## config.mk

```make
export PLATFORM = sky130hd
export DESIGN_NAME = cfg_loader_flat
export DESIGN_NICKNAME = d
export VERILOG_FILES = /design/src/rtl/cfg_loader_if.sv /design/src/rtl/cfg_loader.sv /design/src/flat_wrapper.sv
export SDC_FILE = /design/constraint.sdc
export NUM_CORES = 1
export LEC_CHECK = 0
export CAP_MARGIN = 20
export CORE_MARGIN = 10
export CORE_UTILIZATION = 55
export CTS_CLUSTER_DIAMETER = 80
export DETAILED_ROUTE_END_ITERATION = 8
export DONT_BUFFER_PORTS = 1
export PLACE_DENSITY_LB_ADDON = 0.1
export SLEW_MARGIN = 30
export SYNTH_ARGS = -nofsm -noshare
export SYNTH_HDL_FRONTEND = slang
export SYNTH_SLANG_ARGS = --single-unit
```

## constraint.sdc

```tcl
create_clock -name clk -period 1.4 [get_ports clk]
set_input_delay 0.28 -clock clk [delete_from_list [all_inputs] [get_ports clk]]
set_output_delay 0.28 -clock clk [all_outputs]
set_load 0.1 [all_outputs]
```

## src/rtl/cfg_loader_if.sv

```systemverilog
// Configuration byte stream: valid/ready handshake carrying one byte per transfer.
interface cfg_loader_if;
    logic [7:0] cfg_data;
    logic       cfg_valid;
    logic       cfg_ready;

    // Byte source (software/DMA side).
    modport master (
        output cfg_data,
        output cfg_valid,
        input  cfg_ready
    );

    // Byte sink (the loader).
    modport slave (
        input  cfg_data,
        input  cfg_valid,
        output cfg_ready
    );
endinterface

```

## src/rtl/cfg_loader.sv

```systemverilog
// Configuration bitstream loader: takes bytes over a valid/ready handshake and shifts
// them MSB-first into the fabric programming chain with a divided prog_clk strobe.
// prog_en frames the whole load; its falling edge commits the chain into live control.
module cfg_loader #(
    parameter int unsigned CHAIN_LEN = 3,
    parameter int unsigned CLK_DIV   = 1
) (
    input  logic         clk,
    input  logic         rst,
    input  logic         start,
    input  logic         abort,
    cfg_loader_if.slave  cfg,
    output logic         prog_in,
    output logic         prog_clk,
    output logic         prog_en,
    output logic         busy,
    output logic         done,
    output logic         err
);

    localparam int unsigned BW = $clog2(CHAIN_LEN + 1);
    localparam int unsigned DW = $clog2(CLK_DIV + 1);

    localparam logic [BW-1:0] LAST_BIT = BW'(CHAIN_LEN - 1);
    localparam logic [DW-1:0] DIV_LAST = DW'(CLK_DIV - 1);

    localparam logic [2:0] StIdle    = 3'd0;
    localparam logic [2:0] StFetch   = 3'd1;
    localparam logic [2:0] StShiftLo = 3'd2;
    localparam logic [2:0] StShiftHi = 3'd3;
    localparam logic [2:0] StCommit  = 3'd4;
    localparam logic [2:0] StAborted = 3'd5;

    logic [2:0]    state_q, state_d;
    logic [BW-1:0] bit_cnt_q, bit_cnt_d;
    logic [DW-1:0] div_q, div_d;
    logic [2:0]    byte_bit_q, byte_bit_d;
    // Bits still to be shifted from the current byte; its MSB already sits on prog_in.
    logic [6:0]    shreg_q, shreg_d;
    logic          ready_q, ready_d;
    logic          prog_in_q, prog_in_d;
    logic          prog_clk_q, prog_clk_d;
    logic          prog_en_q, prog_en_d;
    logic          busy_q, busy_d;
    logic          done_q, done_d;
    logic          err_q, err_d;

    logic load_active;

    assign load_active = (state_q == StFetch) || (state_q == StShiftLo) ||
                         (state_q == StShiftHi) || (state_q == StCommit);

    // Next-state logic for the load sequencer and all registered outputs.
    always_comb begin
        state_d    = state_q;
        bit_cnt_d  = bit_cnt_q;
        div_d      = div_q;
        byte_bit_d = byte_bit_q;
        shreg_d    = shreg_q;
        ready_d    = ready_q;
        prog_in_d  = prog_in_q;
        prog_clk_d = prog_clk_q;
        prog_en_d  = prog_en_q;
        busy_d     = busy_q;
        done_d     = done_q;
        err_d      = err_q;

        case (state_q)
            StIdle, StAborted: begin
                if (start) begin
                    // From ABORTED prog_en is already high and stays high: no commit edge.
                    state_d    = StFetch;
                    prog_en_d  = 1'b1;
                    prog_clk_d = 1'b0;
                    busy_d     = 1'b1;
                    done_d     = 1'b0;
                    err_d      = 1'b0;
                    bit_cnt_d  = '0;
                    byte_bit_d = '0;
                    div_d      = '0;
                    ready_d    = 1'b1;
                end
            end
            StFetch: begin
                if (cfg.cfg_valid && ready_q) begin
                    prog_in_d = cfg.cfg_data[7];
                    shreg_d   = cfg.cfg_data[6:0];
                    ready_d   = 1'b0;
                    div_d     = '0;
                    state_d   = StShiftLo;
                end
            end
            StShiftLo: begin
                if (div_q == DIV_LAST) begin
                    div_d      = '0;
                    prog_clk_d = 1'b1;
                    state_d    = StShiftHi;
                end else begin
                    div_d = div_q + 1'b1;
                end
            end
            StShiftHi: begin
                if (div_q == DIV_LAST) begin
                    div_d      = '0;
                    prog_clk_d = 1'b0;
                    bit_cnt_d  = bit_cnt_q + 1'b1;
                    byte_bit_d = byte_bit_q + 1'b1;
                    shreg_d    = {shreg_q[5:0], 1'b0};
                    if (bit_cnt_q == LAST_BIT) begin
                        // Unused LSBs of the final byte are simply dropped.
                        state_d = StCommit;
                    end else if (byte_bit_q == 3'd7) begin
                        state_d = StFetch;
                        ready_d = 1'b1;
                    end else begin
                        state_d   = StShiftLo;
                        prog_in_d = shreg_q[6];
                    end
                end else begin
                    div_d = div_q + 1'b1;
                end
            end
            StCommit: begin
                if (div_q == DIV_LAST) begin
                    div_d     = '0;
                    prog_en_d = 1'b0;
                    done_d    = 1'b1;
                    busy_d    = 1'b0;
                    prog_in_d = 1'b0;
                    state_d   = StIdle;
                end else begin
                    div_d = div_q + 1'b1;
                end
            end
            default: begin
                state_d = StIdle;
            end
        endcase

        // Abort overrides any in-flight step; prog_en is left high so nothing commits.
        if (abort && load_active) begin
            state_d    = StAborted;
            prog_clk_d = 1'b0;
            ready_d    = 1'b0;
            busy_d     = 1'b0;
            err_d      = 1'b1;
            div_d      = '0;
        end
    end

    // State and output registers, cleared asynchronously.
    always_ff @(posedge clk or posedge rst) begin
        if (rst) begin
            state_q    <= StIdle;
            bit_cnt_q  <= '0;
            div_q      <= '0;
            byte_bit_q <= '0;
            shreg_q    <= '0;
            ready_q    <= 1'b0;
            prog_in_q  <= 1'b0;
            prog_clk_q <= 1'b0;
            prog_en_q  <= 1'b0;
            busy_q     <= 1'b0;
            done_q     <= 1'b0;
            err_q      <= 1'b0;
        end else begin
            state_q    <= state_d;
            bit_cnt_q  <= bit_cnt_d;
            div_q      <= div_d;
            byte_bit_q <= byte_bit_d;
            shreg_q    <= shreg_d;
            ready_q    <= ready_d;
            prog_in_q  <= prog_in_d;
            prog_clk_q <= prog_clk_d;
            prog_en_q  <= prog_en_d;
            busy_q     <= busy_d;
            done_q     <= done_d;
            err_q      <= err_d;
        end
    end

    assign cfg.cfg_ready = ready_q;
    assign prog_in       = prog_in_q;
    assign prog_clk      = prog_clk_q;
    assign prog_en       = prog_en_q;
    assign busy          = busy_q;
    assign done          = done_q;
    assign err           = err_q;

endmodule

```

## src/flat_wrapper.sv

```systemverilog
// flat-port wrapper written by rule: the top's interface ports become plain ports
module cfg_loader_flat 
#(
    parameter int unsigned CHAIN_LEN = 3,
    parameter int unsigned CLK_DIV   = 1
)
  (clk, rst, start, abort, prog_in, prog_clk, prog_en, busy, done, err, cfg_cfg_data, cfg_cfg_valid, cfg_cfg_ready);
  cfg_loader_if cfg_i ();
  input  logic clk;
  input  logic rst;
  input  logic start;
  input  logic abort;
  output logic prog_in;
  output logic prog_clk;
  output logic prog_en;
  output logic busy;
  output logic done;
  output logic err;
  input wire logic [$bits(cfg_i.cfg_data)-1:0] cfg_cfg_data;
  input wire logic [$bits(cfg_i.cfg_valid)-1:0] cfg_cfg_valid;
  output wire logic [$bits(cfg_i.cfg_ready)-1:0] cfg_cfg_ready;
  assign cfg_i.cfg_data = cfg_cfg_data;
  assign cfg_i.cfg_valid = cfg_cfg_valid;
  assign cfg_cfg_ready = cfg_i.cfg_ready;
  cfg_loader #(.CHAIN_LEN(CHAIN_LEN), .CLK_DIV(CLK_DIV)) u_core (.clk(clk), .rst(rst), .start(start), .abort(abort), .cfg(cfg_i), .prog_in(prog_in), .prog_clk(prog_clk), .prog_en(prog_en), .busy(busy), .done(done), .err(err));
endmodule
```

==> impl_table.tex, run 1 <==
\begin{tabular}{lr}
\hline
Metric & Value \\
\hline
\multicolumn{2}{l}{\textbf{Run status}} \\
Violations in the final reports & setup timing \\
Status & complete, but fails checks \\
\multicolumn{2}{l}{\textbf{Die}} \\
Number of ports placed on the die boundary & 20 \\
Starting density of the core & 58.7\% \\
Die area & 0.00477 mm\^{}2 \\
Die W & 69.1 um \\
Count of standard-cell rows & 17 \\
DIE HEIGHT & 69.1 um \\
Area of the core & 0.00225 mm\^{}2 \\
\multicolumn{2}{l}{\textbf{Setup path}} \\
Register-to-register setup slack & -0.08 ns \\
Data required time of the worst path & 1.60 ns \\
Critical Path Start Type & flop \\
Arrival time of data at the critical path endpoint & 1.68 ns \\
Nature of the critical path endpoint & flop \\
Start-to-end type of the worst setup path & reg2reg \\
Worst-path maximum fanout & 3 \\
\multicolumn{2}{l}{\textbf{Synthesis}} \\
Unique masters post-synth & 43 \\
Area contributors post-synth & dfrtp\_1, a21oi\_1, a22oi\_1, nand2\_1, o21ai\_0 \\
Fraction of registers with async set/reset & 100\% \\
Fraction of the yosys area taken by sequential cells & 41.6\% \\
Net count after synthesis & 169 \\
Cell Area, Synth & 0.00132 mm\^{}2 \\
Register bit count reported by yosys & 22 \\
Warnings from Yosys & 0 \\
Largest area contributor in the synthesized netlist & dfrtp\_1 \\
Synthesized netlist cell count & 153 \\
Portion of synthesized cell area occupied by the leading cell type & 41.6\% \\
Mean cell area of the mapped netlist & 8.65 um\^{}2 \\
Most frequently used flop master after synthesis & dfrtp\_1 \\
Number of synthesized flops with an enable pin & 0 \\
\multicolumn{2}{l}{\textbf{Timing}} \\
Final setup viols & 3 \\
Setup repair after global routing missed its margin & true \\
Share of the clock period used by the worst path after layout & 106\% \\
Maximum clock rate & 675 MHz \\
Count of final max-slew check failures & 0 \\
Final setup slack of the worst path & -0.0817 ns \\
Least-Margin Pin Slew & 0.368 ns \\
Final critical delay including setup and external delays & 1.48 ns \\
Relative slew margins & 75.4\% \\
Max Clock Skew & 0.0121 ns \\
Number of hold violations in the final report & 0 \\
\multicolumn{2}{l}{\textbf{Clocking}} \\
CTS tree & done \\
Clock buffer count from CTS & 3 \\
Clock sinks & 22 \\
Insertion delay to the later sink of the worst-skew pair & 0.31 ns \\
Maximum level of the CTS H-tree & 1 \\
Register clock-pin slew on the reported worst setup and hold paths & 0.13 ns \\
CTS Root Buffer Type & clkbuf\_4 \\
Buffer levels on the longest clock path & 2 \\
\multicolumn{2}{l}{\textbf{Routing}} \\
Antenna-violating nets left & 0 \\
DRC violation total after the first TritonRoute iteration & 101 \\
Post-detailed-routing wire length & 4.06 mm \\
Count of vias placed by the detailed router & 1377 \\
Wire per inst & 18.8 um \\
Detailed Routing Iterations Pass 1 & 4 \\
Vias per cell & 6.38 \\
Count of unresolved DRC violations after routing & 0 \\
\multicolumn{2}{l}{\textbf{Min path}} \\
Worst hold-check path type & in2reg \\
\multicolumn{2}{l}{\textbf{Placed design}} \\
Worst slack at placement & -0.0870 ns \\
GPL Wtd Cong & 0.903 \\
Total placed instance area & 0.00159 mm\^{}2 \\
Post-detailed-placement half-perimeter wirelength & 2.57 mm \\
Count of buffers inserted at the top-level ports & 0 \\
\multicolumn{2}{l}{\textbf{Finish}} \\
Share of layout cells above drive strength 1 & 41.0\% \\
Area occupied by multi-input gates & 791 um\^{}2 \\
Number of inserted filler cells in the final layout & 125 \\
Post-Layout Inst Area & 0.00184 mm\^{}2 \\
Ant diodes & 0 \\
Combined flip-flop and latch cell area & 559 um\^{}2 \\
Number of nets at the end of the flow & 205 \\
Synthesis-to-finish area growth & 39.1\% \\
\multicolumn{2}{l}{\textbf{Global routing}} \\
Via count of the first global-routing pass & 1284 \\
Tot GR Track Use & 14.9\% \\
Pin count of the biggest net entering global routing & 23 \\
Residual overflow from global routing & 0 \\
Wire length of the first global-routing pass & 6.27 mm \\
Number of antenna violations at the first check in global routing & 0 \\
\multicolumn{2}{l}{\textbf{Power}} \\
Maximum VDD drop & 1.81 mV \\
Power after layout & 4.58 mW \\
Power density over cell area & 2490 mW/mm\^{}2 \\
Static Leak & 0.812 nW \\
\multicolumn{2}{l}{\textbf{Flow run}} \\
Max-cap violations & 0 \\
\hline
\end{tabular}
## per-layer routing
layer  global-route usage [%]  vias up  share of wire, %
met5                        0        -                 0
met4                     5.10        0               2.1
met3                     3.00       10               5.9
met2                     26.6       56                52
met1                     16.9      684                40
li1                         -      627                 -
## cell usage in the layout (no fill, tap or decap), drive strengths merged, types with 2 or more instances in the layout
| master | instances |
|---|---|
| nand3 | 2 |
| nor3b | 3 |
| inv | 8 |
| ha | 3 |
| a21oi | 22 |
| nor2b | 2 |
| a221oi | 2 |
| a22oi | 9 |
| o21ai | 13 |
| o22ai | 5 |
| nand2b | 4 |
| nor2 | 7 |
| dfrtp | 22 |
| clkbuf | 4 |
| nand2 | 17 |
| nor3 | 2 |
| buf | 42 |
## critical path: stages, from the launching register on
cell,delay (ns)
dfrtp_1,0.41
ha_2,0.20
ha_4,0.16
o21a_1,0.17
o21ai_2,0.13
mux2_4,0.30
## sequential cells by signal (all words and copies together), names as in the netlist
register,cells
u_core.cfg.cfg_ready,1
u_core.byte_bit_q,3
u_core.busy,1
u_core.done,1
u_core.state_q,3
u_core.shreg_q,7
u_core.prog_clk,1
u_core.prog_in,1
u_core.err,1
u_core.bit_cnt_q,2
u_core.prog_en,1
## final timing paths
check	endpoint	depth (start not counted)	startpoint
max reg2reg	u_core.prog_in	5	u_core.byte_bit_q[0]
min	u_core.cfg.cfg_ready	1	abort
min reg2reg	u_core.shreg_q[3]	2	u_core.shreg_q[3]
max in group asynchronous	u_core.busy	3	rst
max	u_core.prog_in	5	u_core.byte_bit_q[0]
min in group asynchronous	u_core.err	3	rst
## cell families (layout without fill, tap and decap cells)
kind of cell | count (synthesis) | in the layout | synth area share (%)
muxes | 1 | 1 | 0.851
buffers and inverters | 20 | 55 | 7.47
DFF | 22 | 22 | 41.6
and+or+nand+nor | 43 | 43 | 16.7
adders and majority gates | 3 | 3 | 2.84
AOI/OAI and AO/OA | 64 | 64 | 30.5
## timing repair
action / in CTS / in global routing
gates resized for setup: 8 / 24
setup endpoints to repair: 9 / 13
hold buffers: 1 / 0
pin swaps: 2 / 10
buffers inserted: 1 / 11
endpoints found under the hold margin: 22 / 0
## synthesized netlist by cell type, types with 2 or more instances
cell	instances
a21oi_1	22
a221oi_1	2
a22oi_1	9
buf_2	7
buf_4	2
clkbuf_1	2
dfrtp_1	22
ha_1	3
inv_1	7
nand2_1	17
nand2b_1	4
nand3_1	2
nor2_1	6
nor2b_1	2
nor3_1	2
nor3b_1	2
o21ai_0	8
o21ai_1	5
o22ai_1	5
## per-stage QoR
step | util, % | TNS (ns) | hold slack, ns | cells
4_1_cts | 74.6 | -0.0705 | 0.0613 | 205
5_1_grt | 81.7 | -0.623 | 0.0665 | 216
2_1_floorplan | - | -0.166 | 0.269 | 153
6_report | 81.7 | -0.128 | 0.0613 | 216
3_3_place_gp | 70.4 | -0.0552 | 0.219 | 199
3_5_place_dp | 70.4 | -0.159 | 0.239 | 199
## final cells by class
cell class	count	area share, %
sequential	22	30.4
clock buffer	4	1.97
tap	28	1.90
inverter	8	1.63
timing repair buffer	43	21.2
multi-input combinational	111	42.9
## power breakdown
group | internal (mW) | switching, mW
Combinational | 1.30 | 1.78
Sequential | 0.902 | 0.235
Clock | 0.159 | 0.200
Total | 2.36 | 2.22
No activity file was read; power rests on OpenSTA's default activity.
==> run 2: changes to the inputs <==
Settings changed: CAP_MARGIN 20 to 25.
==> results of run 2 <==
The final DEF is identical to that of run 1; final timing and power are the same.
==> run 3: changes to the inputs <==
Settings changed: CTS_BUF_LIST set to sky130_fd_sc_hd__clkbuf_4 sky130_fd_sc_hd__clkbuf_8 sky130_fd_sc_hd__clkbuf_16, SETUP_SLACK_MARGIN set to 0.1.
==> run 3 against run 2 <==
Register-to-register slack lost 0.10 ns. Largest cell class unchanged. Maximum frequency is 6.6% lower. The run still ends with setup timing left. Worst setup slack lost 0.10 ns.
==> impl_table.tex, run 3 (same netlist as run 1, synthesis figures left out) <==
\begin{tabular}{lr}
\hline
Metric & Value \\
\hline
\multicolumn{2}{l}{\textbf{Run status}} \\
Violations in the final reports & setup timing \\
Status & complete, but fails checks \\
\multicolumn{2}{l}{\textbf{Clocking}} \\
Maximum level of the CTS H-tree & 1 (unchanged) \\
Clock buffer count from CTS & 3 (unchanged) \\
CTS tree & done \\
Clock sinks & 22 (unchanged) \\
Buffer levels on the longest clock path & 2 (unchanged) \\
CTS Root Buffer Type & clkbuf\_4 \\
Register clock-pin slew on the reported worst setup and hold paths & 0.13 ns (about the same) \\
Insertion delay to the later sink of the worst-skew pair & 0.32 ns (about the same) \\
\multicolumn{2}{l}{\textbf{Global routing}} \\
Pin count of the biggest net entering global routing & 23 (unchanged) \\
Residual overflow from global routing & 0 (unchanged) \\
Wire length of the first global-routing pass & 6.82 mm (+8.8\%) \\
Number of antenna violations at the first check in global routing & 0 (unchanged) \\
Via count of the first global-routing pass & 1398 (+8.9\%) \\
Tot GR Track Use & 16.2\% (+1.3 points) \\
\multicolumn{2}{l}{\textbf{Timing}} \\
Final setup slack of the worst path & -0.186 ns (-0.104 ns) \\
Hold Worst Slack & 0.0499 ns (-0.0114 ns) \\
Final critical delay including setup and external delays & 1.59 ns (+0.104 ns) \\
Relative slew margins & 59.8\% (-16 points) \\
Least-Margin Pin Slew & 0.588 ns (+0.220 ns) \\
Aggregate negative setup slack & -0.535 ns (-0.406 ns) \\
Final setup viols & 9 (+6) \\
Maximum clock rate & 631 MHz (-6.6\%) \\
Share of the clock period used by the worst path after layout & 113\% (+7.4 points) \\
Setup repair after global routing missed its margin & true \\
Max Clock Skew & 0.0123 ns (+0.000113 ns) \\
Count of final max-slew check failures & 0 (unchanged) \\
Number of hold violations in the final report & 0 (unchanged) \\
\multicolumn{2}{l}{\textbf{Finish}} \\
Flip-flop count of the largest register after layout & 7 (unchanged) \\
Ant diodes & 0 (unchanged) \\
Most common cell after layout, fill and taps aside & buf\_4 \\
Share of layout cells above drive strength 1 & 43.2\% (+2.3 points) \\
Commonest cells after routing, fill and taps aside & buf\_4, a21oi\_1, dfrtp\_1 \\
Utilization of the core after routing & 84.7\% (+3.1 points) \\
Synthesis-to-finish area growth & 44.3\% \\
Number of nets at the end of the flow & 209 (+2.0\%) \\
Register with the most flip-flops & u\_core.shreg\_q \\
Regs by FF count & u\_core.shreg\_q (7), u\_core.byte\_bit\_q (3), u\_core.state\_q (3) \\
Post-Layout Inst Area & 0.00191 mm\^{}2 (+3.7\%) \\
\multicolumn{2}{l}{\textbf{Setup path}} \\
Nature of the critical path endpoint & flop \\
Launching point of the worst reg2reg path & u\_core.state\_q[0] \\
Critical Path Start Type & flop \\
Start-to-end type of the worst setup path & reg2reg \\
Data required time of the worst path & 1.59 ns (about the same) \\
Arrival time of data at the critical path endpoint & 1.78 ns (+0.10 ns) \\
Register-to-register setup slack & -0.19 ns (-0.10 ns) \\
Worst r2r dst & u\_core.cfg.cfg\_ready \\
Worst-path maximum fanout & 5 (+2) \\
Cell count of the worst reg-to-reg path & 5 (unchanged) \\
\multicolumn{2}{l}{\textbf{Routing}} \\
Count of vias placed by the detailed router & 1418 (+3.0\%) \\
Detailed Routing Iterations Pass 1 & 4 (unchanged) \\
Top layer used by detailed routing & met4 \\
Post-detailed-routing wire length & 4.24 mm (+4.4\%) \\
Wire per inst & 19.3 um (+2.5\%) \\
Vias per cell & 6.45 (+1.1\%) \\
Count of unresolved DRC violations after routing & 0 (unchanged) \\
Wire length on met3 & 240 um (+0.42\%) \\
Met2 wire len & 2.14 mm (+1.1\%) \\
Antenna-violating nets left & 0 (unchanged) \\
DRC violation total after the first TritonRoute iteration & 104 (+3.0\%) \\
Routed metal-1 wire length & 1.72 mm (+6.1\%) \\
\multicolumn{2}{l}{\textbf{Power}} \\
Switching component of the power & 2.31 mW (+3.9\%) \\
Switching part of the total & 47.5\% (-1.0 points) \\
Part of the total power dissipated in the clock network & 7.4\% (-0.4 points) \\
Maximum VDD drop & 1.97 mV (+8.8\%) \\
Power density over cell area & 2540 mW/mm\^{}2 (+2.3\%) \\
Proportion of power drawn by combinational gates & 68.5\% (+1.2 points) \\
Static Leak & 0.840 nW (+3.4\%) \\
Internal Power & 2.55 mW (+8.3\%) \\
Portion of total power attributed to sequential cells & 24.1\% (-0.8 points) \\
\multicolumn{2}{l}{\textbf{Die}} \\
Area of the core & 0.00225 mm\^{}2 (unchanged) \\
DIE HEIGHT & 69.1 um (unchanged) \\
Number of ports placed on the die boundary & 20 (unchanged) \\
Starting density of the core & 58.7\% (unchanged) \\
Count of standard-cell rows & 17 (unchanged) \\
Die area & 0.00477 mm\^{}2 (unchanged) \\
Die W & 69.1 um (unchanged) \\
\multicolumn{2}{l}{\textbf{Placed design}} \\
Count of buffers inserted at the top-level ports & 0 (unchanged) \\
GPL Wtd Cong & 0.953 (+5.6\%) \\
Total placed instance area & 0.00162 mm\^{}2 (+1.9\%) \\
Post-detailed-placement half-perimeter wirelength & 2.59 mm (+0.78\%) \\
\multicolumn{2}{l}{\textbf{Min path}} \\
Start point of the worst hold path & abort \\
WHS Endpoint & u\_core.cfg.cfg\_ready \\
Instance count along the most critical hold path & 1 (unchanged) \\
Worst hold-check path type & in2reg \\
\multicolumn{2}{l}{\textbf{Flow run}} \\
Max-cap violations & 0 (unchanged) \\
\hline
\end{tabular}
## run 3: changes by cell type in the layout (fill, tap and decap cells not counted), moves of 2 or more
cell / change
a22oi_2: +5
o21ai_1: +3
buf_6: +5
buf_4: -2
nor2_2: +2
nor2_1: -2
a22oi_1: -5
o21ai_0: -4
## run 3: what timing repair did
item / in CTS / in global routing
pin swaps: 13 / 17
hold endpoints to repair: 22 / 0
endpoints found under the setup margin: 19 / 23
buffers inserted: 7 / 6
gates resized for setup: 20 / 26
hold buffers: 1 / 0
## run 3: power groups by stage
stage	Clock [mW]	Sequential [mW]	Combinational [mW]
3_3_place_gp	0	1.12	2.56
6_report	0.360	1.17	3.33
3_5_place_dp	0	1.14	2.66
2_1_floorplan	0	1.71	1.22
4_1_cts	0.361	1.13	2.97
5_1_grt	0.402	1.20	3.56
## run 3: critical path, cell delays in order (launching register included)
cell       delay [ns]
dfrtp_2          0.45
buf_4            0.14
nor2_1           0.05
buf_4            0.16
a2111oi_0        0.56
a311oi_1         0.10
## run 3: worst max-delay path by stage
| stage | start | depth (start not counted) | endpoint |
|---|---|---|---|
| final | u_core.state_q[0] | 5 | u_core.cfg.cfg_ready |
| after global routing | u_core.state_q[0] | 5 | u_core.cfg.cfg_ready |
| after CTS | u_core.byte_bit_q[1] | 5 | u_core.prog_in |
| after detailed placement | u_core.byte_bit_q[0] | 5 | u_core.prog_in |
| after global placement | u_core.byte_bit_q[0] | 5 | u_core.prog_in |
| after floorplan | u_core.cfg.cfg_ready | 4 | u_core.prog_in |
## run 3: per-stage QoR
step                setup slack [ns]  instances  total power, mW
finish                        -0.186        220             4.86
global route                  -0.253        220             5.17
CTS                          -0.0700        215             4.46
detailed placement            -0.101        203             3.80
global placement             -0.0588        203             3.68
floorplan                    -0.0879        153             2.92
## run 3: routing by layer
metal | vias to the layer above | global-route usage (%)
met3 | 14 | 2.85
met4 | 0 | 6.21
met5 | - | 0
met1 | 700 | 19.2
met2 | 64 | 27.8
li1 | 640 | -
## run 3: cell type report
type,instances,area [um^2]
multi-input cells,111,796
flip-flops and latches,22,559
repair buffers,47,452
fillers,121,344
clock buffers,4,36.3
well taps,28,35.0
inverters,8,32.5
